$ cat config.mk
export PLATFORM = sky130hd
export DESIGN_NAME = battle_sequencer_flat
export DESIGN_NICKNAME = d
export VERILOG_FILES = /design/src/rtl/battle_pkg.sv /design/src/rtl/battle_sequencer_if.sv /design/src/rtl/tick_prescaler.sv /design/src/rtl/battle_sequencer.sv /design/src/flat_wrapper.sv
export SDC_FILE = /design/constraint.sdc
export NUM_CORES = 1
export LEC_CHECK = 0
export BUFFER_PORTS_ARGS = -buffer_cell sky130_fd_sc_hd__buf_2
export CORE_MARGIN = 5
export CORE_UTILIZATION = 58
export DETAILED_ROUTE_END_ITERATION = 10
export MAX_ROUTING_LAYER = met4
export PLACE_DENSITY_LB_ADDON = 0.15
export RECOVER_POWER = 25
export SYNTH_ARGS = -nofsm -noshare
export SYNTH_HDL_FRONTEND = slang
export SYNTH_SLANG_ARGS = --single-unit
$ cat constraint.sdc
create_clock -name clk -period 4.4 [get_ports clk]
set_input_delay 0.88 -clock clk [delete_from_list [all_inputs] [get_ports clk]]
set_output_delay 0.88 -clock clk [all_outputs]
set_load 0.02 [all_outputs]
$ cat src/rtl/battle_pkg.sv
// battle_pkg: page, key, opcode and direction codes shared by the battle sequencer and its bench
package battle_pkg;

    localparam int INSTR_W = 16;

    typedef enum logic [3:0] {
        PG_MENU   = 4'd1,
        PG_DODGE  = 4'd9,
        PG_ATTACK = 4'd10,
        PG_ACTION = 4'd11,
        PG_WIN    = 4'd12,
        PG_LOSE   = 4'd13
    } page_t;

    typedef enum logic [3:0] {
        OP_NONE = 4'd0,
        OP_HPY  = 4'd1,
        OP_DPY  = 4'd2,
        OP_MOV  = 4'd5
    } op_t;

    localparam logic [3:0] KEY_W     = 4'd1;
    localparam logic [3:0] KEY_A     = 4'd2;
    localparam logic [3:0] KEY_S     = 4'd3;
    localparam logic [3:0] KEY_D     = 4'd4;
    localparam logic [3:0] KEY_J     = 4'd5;
    localparam logic [3:0] KEY_K     = 4'd6;
    localparam logic [3:0] KEY_L     = 4'd7;
    localparam logic [3:0] KEY_SPACE = 4'd8;

    localparam logic [7:0] DIR_UP    = 8'd0;
    localparam logic [7:0] DIR_LEFT  = 8'd1;
    localparam logic [7:0] DIR_DOWN  = 8'd2;
    localparam logic [7:0] DIR_RIGHT = 8'd3;

    function automatic logic [7:0] sat_add8(input logic [7:0] a, input logic [7:0] b);
        logic [8:0] s;
        s = {1'b0, a} + {1'b0, b};
        return s[8] ? 8'hFF : s[7:0];
    endfunction

endpackage

$ cat src/rtl/battle_sequencer_if.sv
// battle_sequencer_if: valid/ready player-instruction channel towards the player engine
interface battle_sequencer_if;
    import battle_pkg::*;

    logic [INSTR_W-1:0] instr;
    logic               instr_valid;
    logic               instr_ready;

    modport master(output instr, output instr_valid, input instr_ready);
    modport slave(input instr, input instr_valid, output instr_ready);

endinterface

$ cat src/rtl/tick_prescaler.sv
// tick_prescaler: one-cycle tick every CLK_HZ/TICK_HZ clocks, phase-aligned by restart
module tick_prescaler #(
    parameter int CLK_HZ  = 100_000_000,
    parameter int TICK_HZ = 1
) (
    input  logic clk,
    input  logic rst_n,
    input  logic restart,
    output logic tick
);
    localparam int DIV = (CLK_HZ / TICK_HZ < 1) ? 1 : CLK_HZ / TICK_HZ;
    localparam int CW  = $clog2(DIV + 1);

    logic [CW-1:0] cnt;

    assign tick = cnt == CW'(DIV - 1);

    always_ff @(posedge clk or negedge rst_n)
        if (!rst_n)
            cnt <= '0;
        else
            cnt <= (restart || tick) ? '0 : cnt + 1'b1;

endmodule

$ cat src/rtl/battle_sequencer.sv
// battle_sequencer: battle page FSM with phase timer, monster HP and a one-deep
// player-instruction slot that merges or drops requests while the consumer stalls.
module battle_sequencer
    import battle_pkg::*;
#(
    parameter int CLK_HZ       = 100_000_000,
    parameter int TICK_HZ      = 1,
    parameter int DODGE_TICKS  = 7,
    parameter int ACTION_TICKS = 7,
    parameter int ATTACK_TICKS = 3,
    parameter int HP_W         = 8,
    parameter int MON_HP_MAX   = 100,
    parameter int HEAL_AMT     = 10
) (
    input  logic               clk,
    input  logic               rst_n,
    input  logic [3:0]         key,
    input  logic               is_death,
    input  logic               hit,
    input  logic               hit_heal,
    input  logic [HP_W-1:0]    hit_dmg,
    input  logic               atk_pass,
    input  logic [HP_W-1:0]    atk_dmg,
    output logic [3:0]         page,
    output logic [3:0]         ticks_left,
    output logic [HP_W-1:0]    mon_hp,
    battle_sequencer_if.master cmd,
    output logic               is_move
);
    localparam int         EW    = HP_W + 8;
    localparam logic [7:0] HEAL8 = 8'(HEAL_AMT);

    page_t           state, state_nxt;
    op_t             op_q, op_nxt, req_op;
    logic [7:0]      arg_q, arg_nxt, req_arg, dmg8;
    logic [EW-1:0]   dmg_ext;
    logic [HP_W-1:0] mon_nxt, atk_res;
    logic [3:0]      ticks_nxt;
    logic            tick, expiry, changed, req, pend, valid_nxt, move_nxt;

    tick_prescaler #(.CLK_HZ(CLK_HZ), .TICK_HZ(TICK_HZ)) u_tick (
        .clk(clk), .rst_n(rst_n), .restart(changed), .tick(tick)
    );

    assign page      = state;
    assign expiry    = tick && ticks_left == 4'd1;
    assign changed   = state_nxt != state;
    assign dmg_ext   = {8'b0, hit_dmg};
    assign dmg8      = dmg_ext > EW'(255) ? 8'hFF : dmg_ext[7:0];
    assign atk_res   = atk_dmg >= mon_hp ? '0 : mon_hp - atk_dmg;
    assign pend      = cmd.instr_valid && !cmd.instr_ready;
    assign cmd.instr = {op_q, arg_q, 4'b0};

    always_comb begin
        state_nxt = state;
        mon_nxt   = mon_hp;
        req       = 1'b0;
        req_op    = OP_HPY;
        req_arg   = HEAL8;
        case (state)
            PG_MENU:
                if (key == KEY_SPACE) begin
                    state_nxt = PG_DODGE;
                    mon_nxt   = HP_W'(MON_HP_MAX);
                end
            PG_DODGE:
                if (is_death)
                    state_nxt = PG_LOSE;
                else if (expiry)
                    state_nxt = PG_ACTION;
                else if (hit) begin
                    req     = 1'b1;
                    req_op  = hit_heal ? OP_HPY : OP_DPY;
                    req_arg = hit_heal ? HEAL8 : dmg8;
                end else if (key inside {KEY_W, KEY_A, KEY_S, KEY_D}) begin
                    req     = 1'b1;
                    req_op  = OP_MOV;
                    req_arg = key == KEY_W ? DIR_UP : key == KEY_A ? DIR_LEFT :
                              key == KEY_S ? DIR_DOWN : DIR_RIGHT;
                end
            PG_ACTION: begin
                // a player decision on the expiry cycle still wins over the timeout
                state_nxt = key == KEY_J ? PG_ATTACK :
                            (key == KEY_K || key == KEY_L || expiry) ? PG_DODGE : PG_ACTION;
                req       = key == KEY_K;
            end
            PG_ATTACK:
                if (atk_pass) begin
                    mon_nxt   = atk_res;
                    state_nxt = atk_res == '0 ? PG_WIN : PG_DODGE;
                end else if (expiry)
                    state_nxt = PG_DODGE;
            PG_WIN, PG_LOSE:
                if (key == KEY_SPACE)
                    state_nxt = PG_MENU;
            default:
                state_nxt = PG_MENU;
        endcase
    end

    assign ticks_nxt = changed ? (state_nxt == PG_DODGE  ? 4'(DODGE_TICKS)  :
                                  state_nxt == PG_ACTION ? 4'(ACTION_TICKS) :
                                  state_nxt == PG_ATTACK ? 4'(ATTACK_TICKS) : 4'd0) :
                       (tick && ticks_left != 4'd0) ? ticks_left - 4'd1 : ticks_left;

    always_comb begin
        op_nxt    = op_q;
        arg_nxt   = arg_q;
        valid_nxt = pend;
        move_nxt  = 1'b0;
        // a stalled MOV is stale once anything newer arrives, so it is always replaceable
        if (req && (!pend || op_q == OP_MOV)) begin
            op_nxt    = req_op;
            arg_nxt   = req_arg;
            valid_nxt = 1'b1;
            move_nxt  = req_op == OP_MOV;
        end else if (req && op_q == OP_DPY && req_op == OP_DPY)
            arg_nxt = sat_add8(arg_q, req_arg);
        if (changed && state_nxt inside {PG_MENU, PG_WIN, PG_LOSE})
            valid_nxt = 1'b0;
    end

    always_ff @(posedge clk or negedge rst_n)
        if (!rst_n)
            state <= PG_MENU;
        else
            state <= state_nxt;

    always_ff @(posedge clk or negedge rst_n)
        if (!rst_n) begin
            ticks_left      <= '0;
            mon_hp          <= '0;
            op_q            <= OP_NONE;
            arg_q           <= '0;
            cmd.instr_valid <= 1'b0;
            is_move         <= 1'b0;
        end else begin
            ticks_left      <= ticks_nxt;
            mon_hp          <= mon_nxt;
            op_q            <= op_nxt;
            arg_q           <= arg_nxt;
            cmd.instr_valid <= valid_nxt;
            is_move         <= move_nxt;
        end

endmodule

$ cat src/flat_wrapper.sv
// flat-port wrapper written by rule: the top's interface ports become plain ports
module battle_sequencer_flat import battle_pkg::*;
#(
    parameter int CLK_HZ       = 100_000_000,
    parameter int TICK_HZ      = 1,
    parameter int DODGE_TICKS  = 7,
    parameter int ACTION_TICKS = 7,
    parameter int ATTACK_TICKS = 3,
    parameter int HP_W         = 8,
    parameter int MON_HP_MAX   = 100,
    parameter int HEAL_AMT     = 10
)
  (clk, rst_n, key, is_death, hit, hit_heal, hit_dmg, atk_pass, atk_dmg, page, ticks_left, mon_hp, is_move, cmd_instr, cmd_instr_valid, cmd_instr_ready);
  battle_sequencer_if cmd_i ();
  input  logic clk;
  input  logic rst_n;
  input  logic [3:0] key;
  input  logic is_death;
  input  logic hit;
  input  logic hit_heal;
  input  logic [HP_W-1:0] hit_dmg;
  input  logic atk_pass;
  input  logic [HP_W-1:0] atk_dmg;
  output logic [3:0] page;
  output logic [3:0] ticks_left;
  output logic [HP_W-1:0] mon_hp;
  output logic is_move;
  output wire logic [$bits(cmd_i.instr)-1:0] cmd_instr;
  output wire logic [$bits(cmd_i.instr_valid)-1:0] cmd_instr_valid;
  input wire logic [$bits(cmd_i.instr_ready)-1:0] cmd_instr_ready;
  assign cmd_instr = cmd_i.instr;
  assign cmd_instr_valid = cmd_i.instr_valid;
  assign cmd_i.instr_ready = cmd_instr_ready;
  battle_sequencer #(.CLK_HZ(CLK_HZ), .TICK_HZ(TICK_HZ), .DODGE_TICKS(DODGE_TICKS), .ACTION_TICKS(ACTION_TICKS), .ATTACK_TICKS(ATTACK_TICKS), .HP_W(HP_W), .MON_HP_MAX(MON_HP_MAX), .HEAL_AMT(HEAL_AMT)) u_core (.clk(clk), .rst_n(rst_n), .key(key), .is_death(is_death), .hit(hit), .hit_heal(hit_heal), .hit_dmg(hit_dmg), .atk_pass(atk_pass), .atk_dmg(atk_dmg), .page(page), .ticks_left(ticks_left), .mon_hp(mon_hp), .cmd(cmd_i), .is_move(is_move));
endmodule
==> metrics <==
Netlist Area Pre-Place 0.003919 mm²; first-pass GRT wire length approximately 15 mm; Leak 2.060 nW; Period minus WS final between 4 and 5 ns; Pre-antenna DRT Iters 5; area grow syn2layout 11.40%; # DRC 0; part of the cycle the worst path needs 90.99%; RSZ-0062 raised after global routing false; NetSw 0.7463 mW; vias in the first global route 3212; combinational share of power 44.2%; Hold Vio Cnt, Final 0; Max Cap Viol 1; Post-CTS Setup Inserts 0; largest net degree at the start of global routing 35; post-route setup slack ~0.4 ns; routed len/inst 15.15 µm; post-synth top area cell dfrtp_1; Die Ht just over 90 µm; Post-CTS Hold Fix Bufs 0; initial DRC count 167; initial antenna violation count 0; CTS Root Cell clkbuf_8; clock-pin slew on the worst setup and hold paths 0.11 ns; IO Count 61; Yosys cell types 67; clock buffer count from CTS 5; Detailed Place HPWL 6.674 mm; Crit Path Category flop to flop; worst slew pin tran 1.866 ns; Peak VDD IR 344.3 µV; Yosys reg bits 56; commonest non-fill, non-tap cell in the layout nor2_1; Fmax achieved roughly 0.25 GHz; worst reg2reg path startpoint u_core.u_tick.cnt[8]; core occupancy in the finished layout 65.34%; Slew HR -24.43%; total power 1.835 mW; commonest cells after routing, fill and taps aside nor2_1 (70), dfrtp_1 (55), buf_2 (54), nand2_1 (35), inv_1 (26); critical path launch point type flop; Core ar. 0.006681 mm²; pre-CTS setup slack 0.2195 ns; Final TNS setup 0 ns; num rows 30; post-route non-filler standard cell count 585; sequential share of power between 30% and 40%; Pwr Density 420.3 mW/mm²; synthesized netlist cell count 453; crit-path max FO 10; Clock Latency Late Sink 0.32 ns; Worst Hold Class flop to flop; GRT Overall Usage 21.72%; share of cells above drive strength 1 about 16%; CP startpoint u_core.u_tick.cnt[8]; number of fillers in the final layout 566; Final nets 553; Synth area leaders dfrtp_1 (35%), nor2_1 (6.7%), ha_1 (6.4%), xnor2_1 (4.5%), xor2_1 (4.2%); number of diodes 0; Yosys warnings 0; crit path capture type flop; Antenna Nets Post-Route 0; die width 92.20 µm; clock buffer depth 2; Initial Util between 50% and 60%; share of flip-flops with an asynchronous set or reset 100.0%; DR vias between 3000 and 4000; failing checks capacitance limit, slew limit; setup violators final 0; main flop type after synthesis dfrtp_1; Final Wtd Congestion 0.9446; vias per inst 5.771; CTS tree built; syn_area_per_cell between 8 and 9 µm²; clock skew between 0.015 and 0.02 ns; Critical Path RT 4.58 ns; status finished with violations; CTS sink cnt 56; Resize count post-CTS 0; switch share 40.68%; reg2reg setup slack 0.40 ns; max-slew violations 35; Yosys top cell area share 35.12%; Hold Crit Start u_core.u_tick.cnt[0]; EDFF count, synth 0; post-placement cell count roughly 580; Total Wirelength between 8 and 9 mm; total grt overflow 0; Clk network pwr share about a fifth; Internal 1.088 mW; die area 0.008500 mm²; crit path DAT ~4.2 ns; IO Port Bufs between 50 and 60; Seq/Total Area, Yosys between 30% and 40%; H-tree levels 2
==> per-stage QoR <==
stage	hold WS (ns)	area, µm²
after floorplan	0.4743	3934
after global placement	0.4926	4238
after global routing	0.5524	4365
after CTS	0.5223	4354
final	0.5239	4365
after detailed placement	0.5074	4238
==> final timing paths <==
check	endpoint	cells after the start
setup reg to reg	u_core.arg_q[7]	15
hold / removal	u_core.u_tick.cnt[0]	1
setup / recovery	u_core.arg_q[7]	15
max in group asynchronous	u_core.ticks_left[2]	2
min in group asynchronous	u_core.page[3]	1
hold reg to reg	u_core.u_tick.cnt[0]	1
==> Yosys cell counts (4+ instances only) <==
library cell	number
a22o_1	4
buf_2	6
or3_1	4
nand3_1	14
o21a_1	4
nand2_1	35
xor2_1	19
buf_4	5
nand2b_1	12
nand4_1	9
xnor2_1	20
mux2i_1	5
dfrtp_1	55
a21o_1	6
a31oi_1	6
ha_1	20
nor2_1	70
a21oi_1	17
o21bai_1	5
nor3_1	15
clkbuf_1	8
nor3b_1	5
o21ai_0	17
inv_1	26
==> registers in the layout, indices dropped and copies added (netlist names) <==
register                flops
u_core.u_tick.cnt          27
u_core.mon_hp               8
u_core.is_move              1
u_core.page                 4
u_core.cmd.instr_valid      1
u_core.op_q                 3
u_core.arg_q                8
u_core.ticks_left           4
==> critical path, stage by stage (launching register included) <==
cell and delay (ns):
dfrtp_1 0.48, nor4b_2 0.30, nand4_1 0.15, or4_1 0.56, and4b_1 0.24, buf_4 0.17, a22oi_2 0.27, ha_1 0.28
a21o_1 0.18, a21oi_2 0.20, o21bai_1 0.09, a21oi_1 0.23, o21ai_0 0.15, xor2_1 0.15, o311ai_0 0.30, o21ai_0 0.13
==> kinds of logic (layout without fill, tap and decap cells) <==
logic type	count (synthesis)	count (layout)	synth area share [%]
XOR/XNOR	39	39	8.717
AND/OR/NAND/NOR	197	197	25.86
AO/OA/AOI/OAI	84	84	14.53
other	1	5	0.09569
adder cells (fa/ha/maj)	22	22	7.407
buffers and inverters	46	94	5.268
flip-flops	56	56	35.79
multiplexers	8	8	2.331
==> power by group through the flow <==
stage | Combinational (mW) | Clock [mW] | Sequential (mW)
6_report | 0.811 | 0.346 | 0.678
5_1_grt | 0.901 | 0.377 | 0.690
4_1_cts | 0.806 | 0.356 | 0.677
3_5_place_dp | 0.804 | 0 | 0.687
3_3_place_gp | 0.789 | 0 | 0.684
2_1_floorplan | 0.552 | 0 | 0.731
==> layer usage <==
metal	GRT usage (%)	up-vias	wire length [µm]
li1	-	1672	-
met4	4.455	0	63
met1	29.57	1603	4252
met2	34.31	95	4043
met3	3.774	6	505
met5	-	-	0
==> cell type report <==
cell class	instances	area, µm²	share of cell area (%)
flip-flops and latches	56	1403	32.13
inverters	26	97.59	2.236
repair buffers	60	307.8	7.051
clock inverters	3	47.55	1.089
clock buffers	5	68.82	1.576
multi-input cells	355	2341	53.63
well taps	80	100.1	2.293
No activity file was read; power rests on OpenSTA's default activity.
